## config.mk

```make
export PLATFORM = sky130hd
export DESIGN_NAME = tss_deserializer_rx_flat
export DESIGN_NICKNAME = d
export VERILOG_FILES = /design/src/rtl/tss_deserializer_rx_if.sv /design/src/rtl/tss_deserializer_rx.sv /design/src/flat_wrapper.sv
export SDC_FILE = /design/constraint.sdc
export NUM_CORES = 1
export LEC_CHECK = 0
export ABC_CLOCK_PERIOD_IN_PS = 14020
export BUFFER_PORTS_ARGS = -buffer_cell sky130_fd_sc_hd__buf_4
export CAP_MARGIN = 30
export CORE_MARGIN = 2
export CORE_UTILIZATION = 55
export DETAILED_ROUTE_END_ITERATION = 10
export PLACE_DENSITY_LB_ADDON = 0.12
export SLEW_MARGIN = 20
export SYNTH_ARGS = -nofsm -noshare
export SYNTH_HDL_FRONTEND = slang
export SYNTH_SLANG_ARGS = --single-unit
export TNS_END_PERCENT = 50
```

## constraint.sdc

```tcl
create_clock -name clk -period 14.02 [get_ports clk]
set_input_delay 2.804 -clock clk [delete_from_list [all_inputs] [get_ports clk]]
set_output_delay 2.804 -clock clk [all_outputs]
set_load 0.01 [all_outputs]
```

## src/rtl/tss_deserializer_rx_if.sv

```systemverilog
// Byte-wide AXI-Stream carrying TSS timestamp-sync command frames, MSB first.
interface tss_deserializer_rx_if;
    logic [7:0] tdata;
    logic       tvalid;
    logic       tready;
    logic       tlast;

    modport master (output tdata, output tvalid, output tlast, input tready);
    modport slave  (input tdata, input tvalid, input tlast, output tready);
endinterface

```

## src/rtl/tss_deserializer_rx.sv

```systemverilog
// TSS receive deserializer: rebuilds COMMAND_WIDTH-bit commands from byte frames and drops malformed ones.
// Optional mid-frame idle timeout is built only when TSS_RX_TIMEOUT_EN is defined.
module tss_deserializer_rx #(
    parameter int COMMAND_WIDTH  = 128,
    parameter int CNT_WIDTH      = 16,
    parameter int TIMEOUT_CYCLES = 1024
) (
    input  logic                     clk,
    input  logic                     rst_n,
    tss_deserializer_rx_if.slave     s_axis,
    output logic [COMMAND_WIDTH-1:0] command_o,
    output logic                     command_valid_o,
    output logic                     frame_err_o,
    output logic [1:0]               err_code_o,
    output logic [CNT_WIDTH-1:0]     frame_cnt_o,
    output logic [CNT_WIDTH-1:0]     err_cnt_o
);
    localparam int N     = COMMAND_WIDTH / 8;
    localparam int IDX_W = $clog2(N);

    typedef enum logic [1:0] {COLLECT, DROP, DONE} state_t;

    state_t                   state;
    state_t                   state_nxt;
    logic [IDX_W-1:0]         idx;
    logic [IDX_W-1:0]         idx_nxt;
    logic [COMMAND_WIDTH-1:0] shadow;
    logic                     beat;
    logic                     last_idx;
    logic                     good;
    logic                     err_nxt;
    logic [1:0]               code_nxt;
    logic                     timeout;

    function automatic logic [CNT_WIDTH-1:0] sat_inc(input logic [CNT_WIDTH-1:0] v);
        return (&v) ? v : v + 1'b1;
    endfunction

    assign s_axis.tready = (state != DONE);
    assign beat          = s_axis.tvalid && s_axis.tready;
    assign last_idx      = (idx == IDX_W'(N - 1));
    assign good          = (state == COLLECT) && beat && s_axis.tlast && last_idx;

`ifdef TSS_RX_TIMEOUT_EN
    localparam int GAP_W = $clog2(TIMEOUT_CYCLES + 1);

    logic [GAP_W-1:0] gap;
    logic             gap_arm;

    // A beat in the would-be expiry cycle clears the count instead of timing out.
    assign gap_arm = ((state == COLLECT) && (idx != '0)) || (state == DROP);
    assign timeout = gap_arm && !beat && (gap == GAP_W'(TIMEOUT_CYCLES - 1));

    always_ff @(posedge clk) begin
        if (!rst_n || beat || !gap_arm || timeout) begin
            gap <= '0;
        end else begin
            gap <= gap + 1'b1;
        end
    end
`else
    logic unused_timeout_cfg;

    assign timeout            = 1'b0;
    assign unused_timeout_cfg = ^TIMEOUT_CYCLES;
`endif

    always_comb begin
        state_nxt = state;
        idx_nxt   = idx;
        err_nxt   = 1'b0;
        code_nxt  = err_code_o;
        unique case (state)
            COLLECT: begin
                if (timeout) begin
                    err_nxt  = 1'b1;
                    code_nxt = 2'b11;
                    idx_nxt  = '0;
                end else if (beat) begin
                    if (s_axis.tlast && last_idx) begin
                        state_nxt = DONE;
                        idx_nxt   = '0;
                    end else if (s_axis.tlast) begin
                        err_nxt  = 1'b1;
                        code_nxt = 2'b01;
                        idx_nxt  = '0;
                    end else if (last_idx) begin
                        state_nxt = DROP;
                        idx_nxt   = '0;
                    end else begin
                        idx_nxt = idx + 1'b1;
                    end
                end
            end
            DROP: begin
                if (timeout) begin
                    err_nxt   = 1'b1;
                    code_nxt  = 2'b11;
                    state_nxt = COLLECT;
                end else if (beat && s_axis.tlast) begin
                    err_nxt   = 1'b1;
                    code_nxt  = 2'b10;
                    state_nxt = COLLECT;
                end
            end
            DONE: begin
                state_nxt = COLLECT;
                idx_nxt   = '0;
            end
            default: begin
                state_nxt = COLLECT;
                idx_nxt   = '0;
            end
        endcase
    end

    always_ff @(posedge clk) begin
        if (!rst_n) begin
            state           <= COLLECT;
            idx             <= '0;
            command_o       <= '0;
            command_valid_o <= 1'b0;
            frame_err_o     <= 1'b0;
            err_code_o      <= 2'b00;
            frame_cnt_o     <= '0;
            err_cnt_o       <= '0;
        end else begin
            state           <= state_nxt;
            idx             <= idx_nxt;
            command_valid_o <= good;
            frame_err_o     <= err_nxt;
            err_code_o      <= code_nxt;
            // The word is published at the tlast beat so it is valid while DONE holds tready low.
            if (good) begin
                command_o   <= {shadow[COMMAND_WIDTH-9:0], s_axis.tdata};
                frame_cnt_o <= sat_inc(frame_cnt_o);
            end
            if (err_nxt) begin
                err_cnt_o <= sat_inc(err_cnt_o);
            end
        end
    end

    always_ff @(posedge clk) begin
        if ((state == COLLECT) && beat) begin
            shadow <= {shadow[COMMAND_WIDTH-9:0], s_axis.tdata};
        end
    end
endmodule

```

## src/flat_wrapper.sv

```systemverilog
// flat-port wrapper written by rule: the top's interface ports become plain ports
module tss_deserializer_rx_flat 
#(
    parameter int COMMAND_WIDTH  = 128,
    parameter int CNT_WIDTH      = 16,
    parameter int TIMEOUT_CYCLES = 1024
)
  (clk, rst_n, command_o, command_valid_o, frame_err_o, err_code_o, frame_cnt_o, err_cnt_o, s_axis_tdata, s_axis_tvalid, s_axis_tlast, s_axis_tready);
  tss_deserializer_rx_if s_axis_i ();
  input  logic clk;
  input  logic rst_n;
  output logic [COMMAND_WIDTH-1:0] command_o;
  output logic command_valid_o;
  output logic frame_err_o;
  output logic [1:0] err_code_o;
  output logic [CNT_WIDTH-1:0] frame_cnt_o;
  output logic [CNT_WIDTH-1:0] err_cnt_o;
  input wire logic [$bits(s_axis_i.tdata)-1:0] s_axis_tdata;
  input wire logic [$bits(s_axis_i.tvalid)-1:0] s_axis_tvalid;
  input wire logic [$bits(s_axis_i.tlast)-1:0] s_axis_tlast;
  output wire logic [$bits(s_axis_i.tready)-1:0] s_axis_tready;
  assign s_axis_i.tdata = s_axis_tdata;
  assign s_axis_i.tvalid = s_axis_tvalid;
  assign s_axis_i.tlast = s_axis_tlast;
  assign s_axis_tready = s_axis_i.tready;
  tss_deserializer_rx #(.COMMAND_WIDTH(COMMAND_WIDTH), .CNT_WIDTH(CNT_WIDTH), .TIMEOUT_CYCLES(TIMEOUT_CYCLES)) u_core (.clk(clk), .rst_n(rst_n), .s_axis(s_axis_i), .command_o(command_o), .command_valid_o(command_valid_o), .frame_err_o(frame_err_o), .err_code_o(err_code_o), .frame_cnt_o(frame_cnt_o), .err_cnt_o(err_cnt_o));
endmodule
```

# After elaboration in Yosys (flattened, before gate mapping)
# Index checks and enable logic that the tools add are counted.
[totals]
regBits = 290
input_bits = 12
output_inout_bits = 165
elab_cells = 60
[classes]
addsub = 3
eq_ne = 9
n_mux = 21
bitwise = 3
reduce_logical = 15
[ops]
columns = ["op", "n"]
rows = [
  ["16-bit by 1-bit adder with 16-bit output (second input constant)", 2],
  ["16-bit AND reduction", 2],
  ["2-bit two-way mux", 9],
  ["4-bit two-way mux", 4],
  ["2-bit case mux with 2 select lines", 2],
  ["4-bit case mux with 2 select lines", 1],
  ["1-bit logical AND", 6],
  ["2-bit inequality test (second input constant)", 3],
  ["2-bit AND reduction", 3],
  ["5-bit AND reduction", 1],
  ["4-bit by 1-bit adder with 4-bit output (second input constant)", 1],
  ["4-bit equality test (second input constant)", 1],
  ["1-bit two-way mux", 4],
  ["2-bit by 1-bit inequality test with 1-bit output (second input constant)", 2],
  ["4-bit AND reduction", 1],
  ["3-bit by 2-bit inequality test with 1-bit output (second input constant)", 1],
  ["3-bit inequality test (second input constant)", 1],
  ["1-bit inverter", 3],
  ["2-bit by 1-bit equality test with 1-bit output (second input constant)", 1],
  ["2-bit zero test", 1],
  ["1-bit case mux with 2 select lines", 1],
  ["2-bit nonzero test", 1],
]

# Longest topological paths before layout
# Gate-level depths: netlist (run 1).
[logic_depth]
ltp_word = 6
depth_mapped = 8
ltp_nobuf = 6

# Worst setup path before layout (run 1)
# OpenSTA, ideal clock, no wires.
[synth_timing]
path_kind = "input to register"
from = "input s_axis_tvalid"
to = "register u_core.shadow[0] (enable)"
setup_time_ns = 0.771
t_arrival_ns = 11.392
t_required_ns = 13.249
setup_slack_ns = 1.857
stages = 1
path_buffers = 0
cell_sequence = "nor3b_1"
[synth_between]
elab_chain_cells = 2
[synth_lines]
columns = ["item", "line_no", "rtl"]
rows = [
  ["start: declaration", "flat_wrapper.sv:19", "input wire logic [$bits(s_axis_i.tvalid)-1:0] s_axis_tvalid;"],
  ["1-bit logical AND", "tss_deserializer_rx.sv:40", "assign beat = s_axis.tvalid && s_axis.tready;"],
  ["1-bit logical AND", "tss_deserializer_rx.sv:145", "if ((state == COLLECT) && beat) begin"],
  ["end signal: assignment", "tss_deserializer_rx.sv:146", "shadow <= {shadow[COMMAND_WIDTH-9:0], s_axis.tdata};"],
  ["end: declaration", "tss_deserializer_rx.sv:27", "logic [COMMAND_WIDTH-1:0] shadow;"],
]
# No other way between the ends.
# A chain may end at the register's enable or synchronous reset.

# Worst setup path after layout (run 1)
[layout_timing]
from = "input s_axis_tvalid"
to = "register u_core.frame_cnt_o[6]"
[layout_between]
elab_chain_cells = 5
[layout_lines]
columns = ["item", "line_no", "rtl"]
rows = [
  ["1-bit logical AND", "tss_deserializer_rx.sv:40", ""],
  ["1-bit logical AND (3 in series)", "tss_deserializer_rx.sv:42", "assign good = (state == COLLECT) && beat && s_axis.tlast && last_idx;"],
  ["2-bit AND reduction (no line)", "n/a", ""],
  ["end signal: assignment", "tss_deserializer_rx.sv:136", "frame_cnt_o <= sat_inc(frame_cnt_o);"],
  ["end: declaration", "tss_deserializer_rx.sv:15", "output logic [CNT_WIDTH-1:0] frame_cnt_o,"],
]
# No other way between the ends.

==> results of run 1 <==
==> power breakdown <==
group / total (W) / switching, W / leakage [nW] / internal, W
Combinational: 0.0000257 / 0.0000193 / 1.57 / 0.00000642
Clock: 0.000808 / 0.000314 / 0.514 / 0.000495
Sequential: 0.000913 / 0.0000107 / 2.54 / 0.000902
Total: 0.00175 / 0.000344 / 4.62 / 0.00140
==> layout make-up <==
class	instances	area, sq um
clock buffer	42	888
clock inverter	12	139
fill	1347	5300
inverter	7	28.8
multi-input combinational	566	2810
sequential	290	7010
tap	229	287
timing repair buffer	185	1450
==> synth_stat cells, types with 4 or more instances <==
library cell,n
dfxtp_1,170
nor4_1,6
clkbuf_1,48
nand3_1,19
edfxtp_1,120
nand2b_1,5
nand2_1,279
and4_1,6
nor3_1,6
inv_1,6
mux2i_1,4
a21oi_1,137
a211oi_2,6
nand4_1,5
o21ai_0,5
nor2_1,29
xnor2_1,19
==> cells by family after synthesis <==
family          share of synthesized area, %
simple gates                            16.2
fa+ha+maj                              0.374
buf+inv                                 2.34
compound gates                          9.07
xor+xnor                                1.75
mux                                    0.399
flops                                   69.8
==> metal layers <==
metal | vias up | routed length, microns
met5 | - | 0
met1 | 3368 | 8840
li1 | 3464 | -
met3 | 30 | 1700
met4 | 0 | 327
met2 | 207 | 10400
==> final timing paths <==
path	from	endpoint	slack [ns]	cells past startpoint
min reg2reg	u_core.shadow[57]	u_core.shadow[65]	0.44	0
max reg2reg	u_core.idx[0]	u_core.frame_cnt_o[6]	11.13	8
max	s_axis_tvalid	u_core.frame_cnt_o[6]	9.55	8
min	u_core.shadow[57]	u_core.shadow[65]	0.44	0
==> through the flow <==
step | util (%) | total power (W) | cell area, sq um
3_3_place_gp | 64.2 | 0.000955 | 11500
4_1_cts | 70.1 | 0.00176 | 12600
2_1_floorplan | - | 0.000946 | 10000
6_report | 70.4 | 0.00175 | 12600
5_1_grt | 70.4 | 0.00180 | 12600
3_5_place_dp | 64.4 | 0.000956 | 11500
==> state kept, by name (all words and copies together) (netlist names) <==
name and flops:
u_core.shadow 120, u_core.command_valid_o 1, u_core.state 2, u_core.err_cnt_o 16, u_core.err_code_o 2, u_core.frame_err_o 1
u_core.idx 4, u_core.command_o 128, u_core.frame_cnt_o 16
==> results.md, run 1 <==
* Status: finished clean
* Final period utilization at 31.9%
* Relative slew slack at a little under two fifths
* Post-synth top area share at a little over a third
* Area contributors post-synth: edfxtp_1 36%, dfxtp_1 34%, nand2_1 10%
* Largest net degree at the start of global routing at 88
* Final setup margin at between 9 and 10 ns
* Detail-routed via count per cell at 5.31
* CTS buffer count at 29
* Setup TNS at 0 ns
* Initial antenna violation count at 0
* All-Layer GR Usage at approximately a fifth
* Die H at ~140 microns
* IO Port Bufs at roughly 180
* Crit-path max FO at between 70 and 80
* LEAKAGE at approximately 4.6 nW
* Post-Route WL at ~21000 microns
* Cell Count, Final, Fillers Out at ~1300
* Die width at ~140 microns
* Crit path launch type: primary input
* First-pass GRT wire length at roughly 34000 microns
* Pwr Density at between 100 and 150 nW/um^2
* Top_reg_cell synth: dfxtp_1
* Global routing met2 resource utilization at between 30% and 40%
* Mapped Nets at slightly above 900
* Global placement routability congestion at roughly 0.84
* Share of layout cells above drive strength 1 at ~23%
* Final Hold Fails at 0
* Largest vdd supply drop at between 0.1 and 0.15 mV
* WP data required at 14.41 ns
* Max-slew violations at 0
* RSZ-0062 raised after global routing: no
* Clock slew at reported path FFs at 0.06 ns
* Syn avg cell area at about 11 sq um
* Core box area at 17900 sq um
* Max cap viols at 0
* Initial core utilization at a little under three fifths
* Most common cell after layout, fill and taps aside: nand2_1
* Setup CP Type: in -> reg
* Final min period at 4.47 ns
* Post-CTS Resized at 0
* Max H-tree Level at 1
* CP endpoint kind: register
* Critical Path AT at 4.86 ns
* Most frequent CP cell: buf_4
* DR iter-0 viols at roughly 420
* Met1 global-route usage at 28.4%
* DR vias at ~7100
* Maximum clock frequency at approximately 220 MHz
* Most frequent cells in the layout: 279 x nand2_1, 182 x buf_4, 170 x dfxtp_1
* Rows at 49
* Distinct cell type count after synthesis at 48
* Gr busiest metal: met2
* Post-synthesis sequential area ratio at between 60% and 70%
* Clk_skew at ~0.009 ns
* Slew @ Worst Pin at 0.925 ns
* Critical Path, Cell by Cell: buf_4, nand2_1, or4_4, buf_4, buf_16, a2111oi_2, xnor2_1, nor2_1
* Skew-Pair Late Insertion Delay at between 0.5 and 0.6 ns
* Area Growth Syn to Fin at 25.7%
* Hold-fix buffers at CTS at 0
* Number of global-route vias before repair at roughly 6500
* Area leader, netlist: edfxtp_1
* Drt drc at 0
* Post-DP HPWL at about 13000 microns
* Yosys reg bits at 290
* Netlist Area Pre-Place at 10000 sq um
* Total setup buffers inserted after CTS at 0
* Pre-CTS setup slack at between 8 and 9 ns
* I/O Pins at roughly 180
* Grt met3 use at under 10%
* Synth warnings at 0
* Antenna viol nets, final at 0
* Post-Synthesis Cells at between 900 and 1000
* Wire per inst at between 15 and 20 microns
* Final net count at between 1000 and 1500
* Clock sink total at 290
* CTS max path bufs at 3
* Endpoints failing setup at 0
* Slowest stage delay, CP at a little over 0.7 ns
* Congestion Overflow GR at 0
* Family with the most delay on the worst path: simple AND/OR/NAND/NOR gates
* WP buf/inv at 3
* Min Hold Slack at between 0.4 and 0.5 ns
* DR pass1 iterations at 5
* Placed Cells at 1275
* Worst Hold Class: reg -> reg
* CTS tree: yes
* Number of synthesized flops with an enable pin at 120
* CP max stage cell: or4_4
* Asr flop ratio synth at 0%
* Root buf cell: clkbuf_16
* Diodes inserted at 0
* Die ar. at between 15000 and 20000 sq um
Power figures use the tool's default switching activity.
==> run 2: changes to the inputs <==
- ABC_AREA: default -> 1
- ABC_CLOCK_PERIOD_IN_PS: 14020 -> 4050
- CORE_UTILIZATION: 55 -> 50
- clock period: 14.02 -> 4.05 ns (I/O delays scaled with it)
==> run 2 against run 1 <==
  * Sequential power rose to 3.5 times the previous value
  * Critical path type is now reg -> reg
  * First-iteration DRC count down 13%
  * Register-to-register slack worse by 9.4 ns
  * Flip-flop and latch count unchanged
  * Clock power rose to 3.6 times the previous value
  * Global-route usage down 1.0 points
  * Cell area up 1.9%
==> results.md, run 2 <==
* Status: finished clean
* Yosys reg bits at 290 (unchanged)
* Mux cell area share after synthesis at 0% (-0.40 points)
* Detail-routed via count per cell at 4.95 (-6.8%)
* Final period utilization at approximately 58%
* Clock slew at reported path FFs at 0.07 ns (about the same)
* CP endpoint kind: register
* Final setup margin at 1.71 ns (-7.84 ns)
* Synth Area in Adders at 0.365% (-0.0091 points)
* Setup CP Type: reg -> reg
* Crit path launch type: register
* Commonest cells in the netlist: 313 x nor2_1, 170 x dfxtp_1, 137 x o21ai_0
* Post-Route WL at 21900 microns (+2.9%)
* Core box area at 20200 sq um (+13%)
* Most common cell after layout, fill and taps aside: nor2_1
* Congestion Overflow GR at 0 (unchanged)
* Endpoints failing setup at 0 (unchanged)
* Synth Area in Compound Gates at 8.54% (-0.52 points)
* Largest net degree at the start of global routing at 64 (-27%)
* CTS buffer count at 28 (-3.4%)
* Number of global-route vias before repair at 7128 (+9.8%)
* Distinct cell type count after synthesis at 28 (-42%)
* Pre-CTS setup slack at 1.54 ns (-7.26 ns)
* Netlist Area Pre-Place at 10300 sq um (+2.5%)
* Syn avg cell area at 10.1 sq um (-8.1%)
* Max cap viols at 0 (unchanged)
* Number of synthesized flops with an enable pin at 120 (unchanged)
* Comb pwr share at 1.6% (about the same)
* Area Growth Syn to Fin at 24.9%
* Post-DP HPWL at 13600 microns (+4.8%)
* Initial antenna violation count at 0 (unchanged)
* All-Layer GR Usage at 20.0% (-1.0 points)
* Pwr Density at 478 nW/um^2 (+240%)
* CTS max path bufs at 3 (unchanged)
* Clk_skew at 0.0121 ns (+0.00315 ns)
* Final net count at 1204 (+10%)
* Skew-Pair Late Insertion Delay at 0.54 ns (about the same)
* Most frequent cell after synthesis: nor2_1
* Internal power at 0.00490 W (+250%)
* Die width at 147 microns (+6.0%)
* Die ar. at 21700 sq um (+12%)
* IO Port Bufs at 176 (unchanged)
* Post-Synthesis Cells at 1022 (+12%)
* Antenna viol nets, final at 0 (unchanged)
* R2r startpoint: u_core.idx[0]
* DR vias at 7330 (+3.7%)
* Initial core utilization at 50.8% (-5.2 points)
* Largest vdd supply drop at 0.339 mV (+200%)
* First-pass GRT wire length at 36000 microns (+6.9%)
* Total setup buffers inserted after CTS at 0 (unchanged)
* Max-slew violations at 0 (unchanged)
* Synth warnings at 0 (unchanged)
* Post-synthesis sequential area ratio at 68.1% (-1.7 points)
* LEAKAGE at 5.41 nW (+17%)
* Area contributors post-synth: edfxtp_1 35%, dfxtp_1 33%, nor2_1 11%
* Share of layout cells above drive strength 1 at 20.8% (-2.1 points)
* Critical Path AT at 2.82 ns (-2.04 ns)
* Reg with most FFs: u_core.command_o
* I/O Pins at 177 (unchanged)
* Mapped Nets at 1037 (+11%)
* Clock sink total at 290 (unchanged)
* Max H-tree Level at 1 (unchanged)
* Maximum clock frequency at 428 MHz
* Max reg flops at 128 (unchanged)
* Asr flop ratio synth at 0% (unchanged)
* Sequential Power Share at 51.6% (-0.7 points)
* HP Start: u_core.shadow[51]
* Most frequent cells in the layout: 313 x nor2_1, 183 x buf_4, 170 x dfxtp_1
* Post-synth top area share at 35.0% (-0.87 points)
* Synth Area in Simple Gates at 17.9% (+1.7 points)
* Post-CTS Resized at 0 (unchanged)
* Die H at 147 microns (+6.0%)
* Final min period at roughly 2.3 ns
* Worst Setup SP: u_core.idx[0]
* Placed Cells at 1429 (+12%)
* Post-Synth XOR/XNOR Area at 0.937% (-0.81 points)
* Wire per inst at 14.8 microns (-7.5%)
* Drt drc at 0 (unchanged)
* Final instance area at 12800 sq um (+1.9%)
* Relative slew slack at 60.1% (+22 points)
* Main combinational cell family by area after synthesis: simple AND/OR/NAND/NOR gates
* DR iter-0 viols at 371 (-13%)
* Area leader, netlist: edfxtp_1
* Sw Ratio at 20.1% (+0.42 points)
* Worst Hold Class: reg -> reg
* RSZ-0062 raised after global routing: no
* Cell Count, Final, Fillers Out at 1481 (+11%)
* Root buf cell: clkbuf_16
* Top_reg_cell synth: dfxtp_1
* Diodes inserted at 0 (unchanged)
* Total Power at 0.00614 W (+250%)
* DR pass1 iterations at 5 (unchanged)
* Final Hold Fails at 0 (unchanged)
* Hold-fix buffers at CTS at 0 (unchanged)
* WP data required at 4.53 ns (-9.88 ns)
* P_sw at 0.00123 W (+260%)
* Crit-path max FO at 63 (-19%)
* Rows at 52 (+6.1%)
* Clk pwr share at 46.8% (+0.5 points)
* Largest registers: u_core.command_o: 128 flops, u_core.shadow: 120 flops
* Global placement routability congestion at 0.813 (-3.7%)
* Slew @ Worst Pin at 0.599 ns (-0.326 ns)
* CTS tree: yes
* Post-DP Area at 11800 sq um (+2.4%)
==> run 2: layer usage <==
layer	GRT usage, %	wire length [microns]	vias to the layer above
met5	0	0	-
met4	5.14	380	0
met3	4.78	1340	30
met2	33.0	10200	161
met1	27.0	9950	3435
li1	-	-	3704
==> run 2: final cells by class <==
cell class	instances	area, sq um
clock inverters	22	330
well taps	270	338
flip-flops and latches	290	7010
fillers	1668	7390
multi-input cells	649	2860
inverters	33	134
repair buffers	187	1460
clock buffers	30	718
==> run 2: per-stage QoR <==
| stage | TNS [ns] | util, % | hold slack [ns] |
|---|---|---|---|
| after floorplan | -4.86 | - | 0.427 |
| after global placement | 0 | 58.1 | 0.431 |
| after detailed placement | 0 | 58.3 | 0.433 |
| after CTS | 0 | 63.5 | 0.440 |
| after global routing | 0 | 63.5 | 0.443 |
| final | 0 | 63.5 | 0.443 |
==> run 2: logic make-up after synthesis <==
group	count (synthesis)
xor gates and xnor gates	11
adders and majority gates	3
AOI/OAI and AO/OA	172
DFF	290
buffers and inverters	83
and+or+nand+nor	463
==> run 2: power by group through the flow <==
| stage | Sequential (W) | Clock (W) | Combinational, W |
|---|---|---|---|
| finish | 0.00317 | 0.00287 | 0.0000978 |
| global route | 0.00317 | 0.00306 | 0.000108 |
| CTS | 0.00317 | 0.00294 | 0.0000999 |
| detailed placement | 0.00323 | 0 | 0.000100 |
| global placement | 0.00323 | 0 | 0.0000978 |
| floorplan | 0.00322 | 0 | 0.0000557 |
==> run 2: critical path, cell delays in order, from the launching register on <==
cell	delay, ns
dfxtp_1	0.39
ha_1	0.19
nand2_1	0.10
nor2_4	0.16
inv_2	0.08
nor2_8	0.21
buf_4	0.53
buf_16	0.29
o21ai_0	0.14
nor2_1	0.11
==> run 2: final timing paths <==
kind / cells after the start / slack (ns) / to
worst min register to register: 0 / 0.44 / u_core.shadow[59]
worst min-delay path: 0 / 0.44 / u_core.shadow[59]
worst max register to register: 9 / 1.71 / u_core.command_o[63]
worst max-delay path: 9 / 1.71 / u_core.command_o[63]
==> run 3: changes to the inputs <==
- ABC_CLOCK_PERIOD_IN_PS: 4050 -> 2100
- clock period: 4.05 -> 2.1 ns (I/O delays scaled with it)
==> run 3 against run 2 <==
  * Register-to-register slack worse by 1.5 ns
  * Sequential share of layout area down 0.053 points
  * Die area is the same
  * Non-clock buffer count grew 14
  * Critical path depth unchanged
  * Wire length up 1.5%
  * Worst setup slack worse by 1.5 ns
  * Largest cell class unchanged
==> results.md, run 3 (synthesis gave the netlist of run 2 again) <==
* Status: finished clean
* Setup TNS at 0 ns (unchanged)
* Relative slew slack at 64.6% (+4.6 points)
* Number of global-route vias before repair at 7027 (-1.4%)
* Final period utilization at 89.0% (+31 points)
* DR iter-0 viols at 365 (-1.6%)
* Max cap viols at 0 (unchanged)
* Hold-fix buffers at CTS at 0 (unchanged)
* Most frequent cells in the layout: 312 x nor2_1, 195 x buf_4, 170 x dfxtp_1
* LEAKAGE at 5.45 nW (+0.63%)
* DR vias at 7371 (+0.56%)
* Final Hold Fails at 0 (unchanged)
* Global placement routability congestion at 0.813 (about the same)
* Max reg flops at 128 (unchanged)
* Initial antenna violation count at 0 (unchanged)
* Skew-Pair Late Insertion Delay at 0.54 ns (about the same)
* Final instance area at 12900 sq um (about the same)
* Post-DP Area at 11900 sq um (+1.1%)
* Share of layout cells above drive strength 1 at 21.0% (+0.23 points)
* Clock sink total at 290 (unchanged)
* Clk_skew at 0.00583 ns (-0.00630 ns)
* Post-Route WL at 22200 microns (+1.5%)
* Pre-CTS setup slack at 0.179 ns (-1.36 ns)
* Reg with most FFs: u_core.command_o
* IO Port Bufs at 176 (unchanged)
* Endpoints failing setup at 0 (unchanged)
* Post-DP HPWL at 13700 microns (+0.70%)
* Die ar. at 21700 sq um (unchanged)
* CTS max path bufs at 3 (unchanged)
* RSZ-0062 raised after global routing: no
* Max-slew violations at 0 (unchanged)
* Largest net degree at the start of global routing at 94 (+47%)
* Most common cell after layout, fill and taps aside: nor2_1
* Wire per inst at 14.8 microns (+0.45%)
* Worst reg-to-reg path cell count at 9 (unchanged)
* Diodes inserted at 0 (unchanged)
* CP endpoint kind: register
* Critical Path AT at 2.33 ns (-0.49 ns)
* Final net count at 1219 (+1.2%)
* Hold Path Depth at 1 (+1)
* Core box area at 20200 sq um (unchanged)
* Rows at 52 (unchanged)
* Initial core utilization at 50.8% (unchanged)
* Crit-path max FO at 93 (+48%)
* CTS buffer count at 29 (+3.6%)
* DR pass1 iterations at 5 (unchanged)
* Largest vdd supply drop at 0.612 mV (+81%)
* Largest registers: u_core.command_o: 128 flops, u_core.shadow: 120 flops
* Drt drc at 0 (unchanged)
* Global routing met2 resource utilization at 32.9% (-0.12 points)
* Die width at 147 microns (unchanged)
* Worst Hold Class: in -> reg
* Pwr Density at 878 nW/um^2 (+84%)
* Gr busiest metal: met2
* I/O Pins at 177 (unchanged)
* Slew @ Worst Pin at 0.530 ns (-0.0691 ns)
* Max H-tree Level at 1 (unchanged)
* Final min period at 1.87 ns (-0.467 ns)
* Setup CP Type: reg -> reg
* All-Layer GR Usage at 20.1% (+0.10 points)
* Core Util, Final at 63.6% (about the same)
* CTS tree: yes
* First-pass GRT wire length at 36000 microns (unchanged)
* Root buf cell: clkbuf_16
* Grt met3 use at 4.57% (-0.22 points)
* Area Growth Syn to Fin at 25.1% (about the same)
* R2R Setup Slk at 0.23 ns (-1.48 ns)
* WP data required at 2.57 ns (-1.96 ns)
* Congestion Overflow GR at 0 (unchanged)
* Antenna viol nets, final at 0 (unchanged)
* Met1 global-route usage at 27.6% (+0.57 points)
* Clock slew at reported path FFs at 0.06 ns (about the same)
* Maximum clock frequency at 535 MHz (+25%)
* Detail-routed via count per cell at 4.93 (-0.45%)
* Final setup margin at 0.231 ns (-1.48 ns)
* Crit path launch type: register
* Die H at 147 microns (unchanged)
==> run 3: worst paths after layout <==
| kind | start | end |
|---|---|---|
| min | s_axis_tdata[7] | u_core.shadow[7] |
| min reg2reg | u_core.shadow[48] | u_core.shadow[56] |
| max reg2reg | u_core.idx[0] | u_core.command_o[83] |
| max | u_core.idx[0] | u_core.command_o[83] |
==> run 3: per-layer routing <==
layer | up-vias | share of wire (%)
li1 | 3738 | -
met1 | 3427 | 44
met2 | 175 | 48
met3 | 31 | 6.3
met4 | 0 | 1.7
met5 | - | 0
==> run 3: final cells by class <==
class | count | area [sq um]
Clock inverter | 11 | 110
Multi-Input combinational cell | 649 | 2870
Fill cell | 1674 | 7370
Tap cell | 270 | 338
Inverter | 33 | 134
Timing Repair Buffer | 201 | 1580
Sequential cell | 290 | 7010
Clock buffer | 42 | 816
==> run 3: what timing repair did <==
action | in CTS | in global routing
gates resized for setup | 0 | 1
endpoints found under the setup margin | 0 | 8
buffers inserted | 0 | 0
==> run 3: report_power, final <==
group / switching, W / leakage, nW / internal, W / total, W
logic: 0.000139 / 2.46 / 0.0000615 / 0.000200
clock network: 0.00204 / 0.445 / 0.00293 / 0.00498
registers: 0.0000778 / 2.54 / 0.00603 / 0.00611
total: 0.00226 / 5.45 / 0.00903 / 0.0113
==> run 3: critical path, cell delays in order, from the launching register on <==
cell and delay (ns):
dfxtp_1 0.38, ha_1 0.19, nand2_1 0.10, nor2_4 0.10
buf_4 0.14, inv_2 0.06, nor2_8 0.17, buf_12 0.34
o21ai_0 0.16, nor2_1 0.14
==> run 3: per-stage QoR <==
| step | hold WS [ns] | std cells | total power (W) |
|---|---|---|---|
| floorplan | 0.427 | 1022 | 0.00632 |
| global placement | 0.430 | 1443 | 0.00643 |
| detailed placement | 0.432 | 1443 | 0.00644 |
| CTS | 0.0504 | 1496 | 0.0114 |
| global route | 0.0476 | 1496 | 0.0117 |
| finish | 0.0679 | 1496 | 0.0113 |
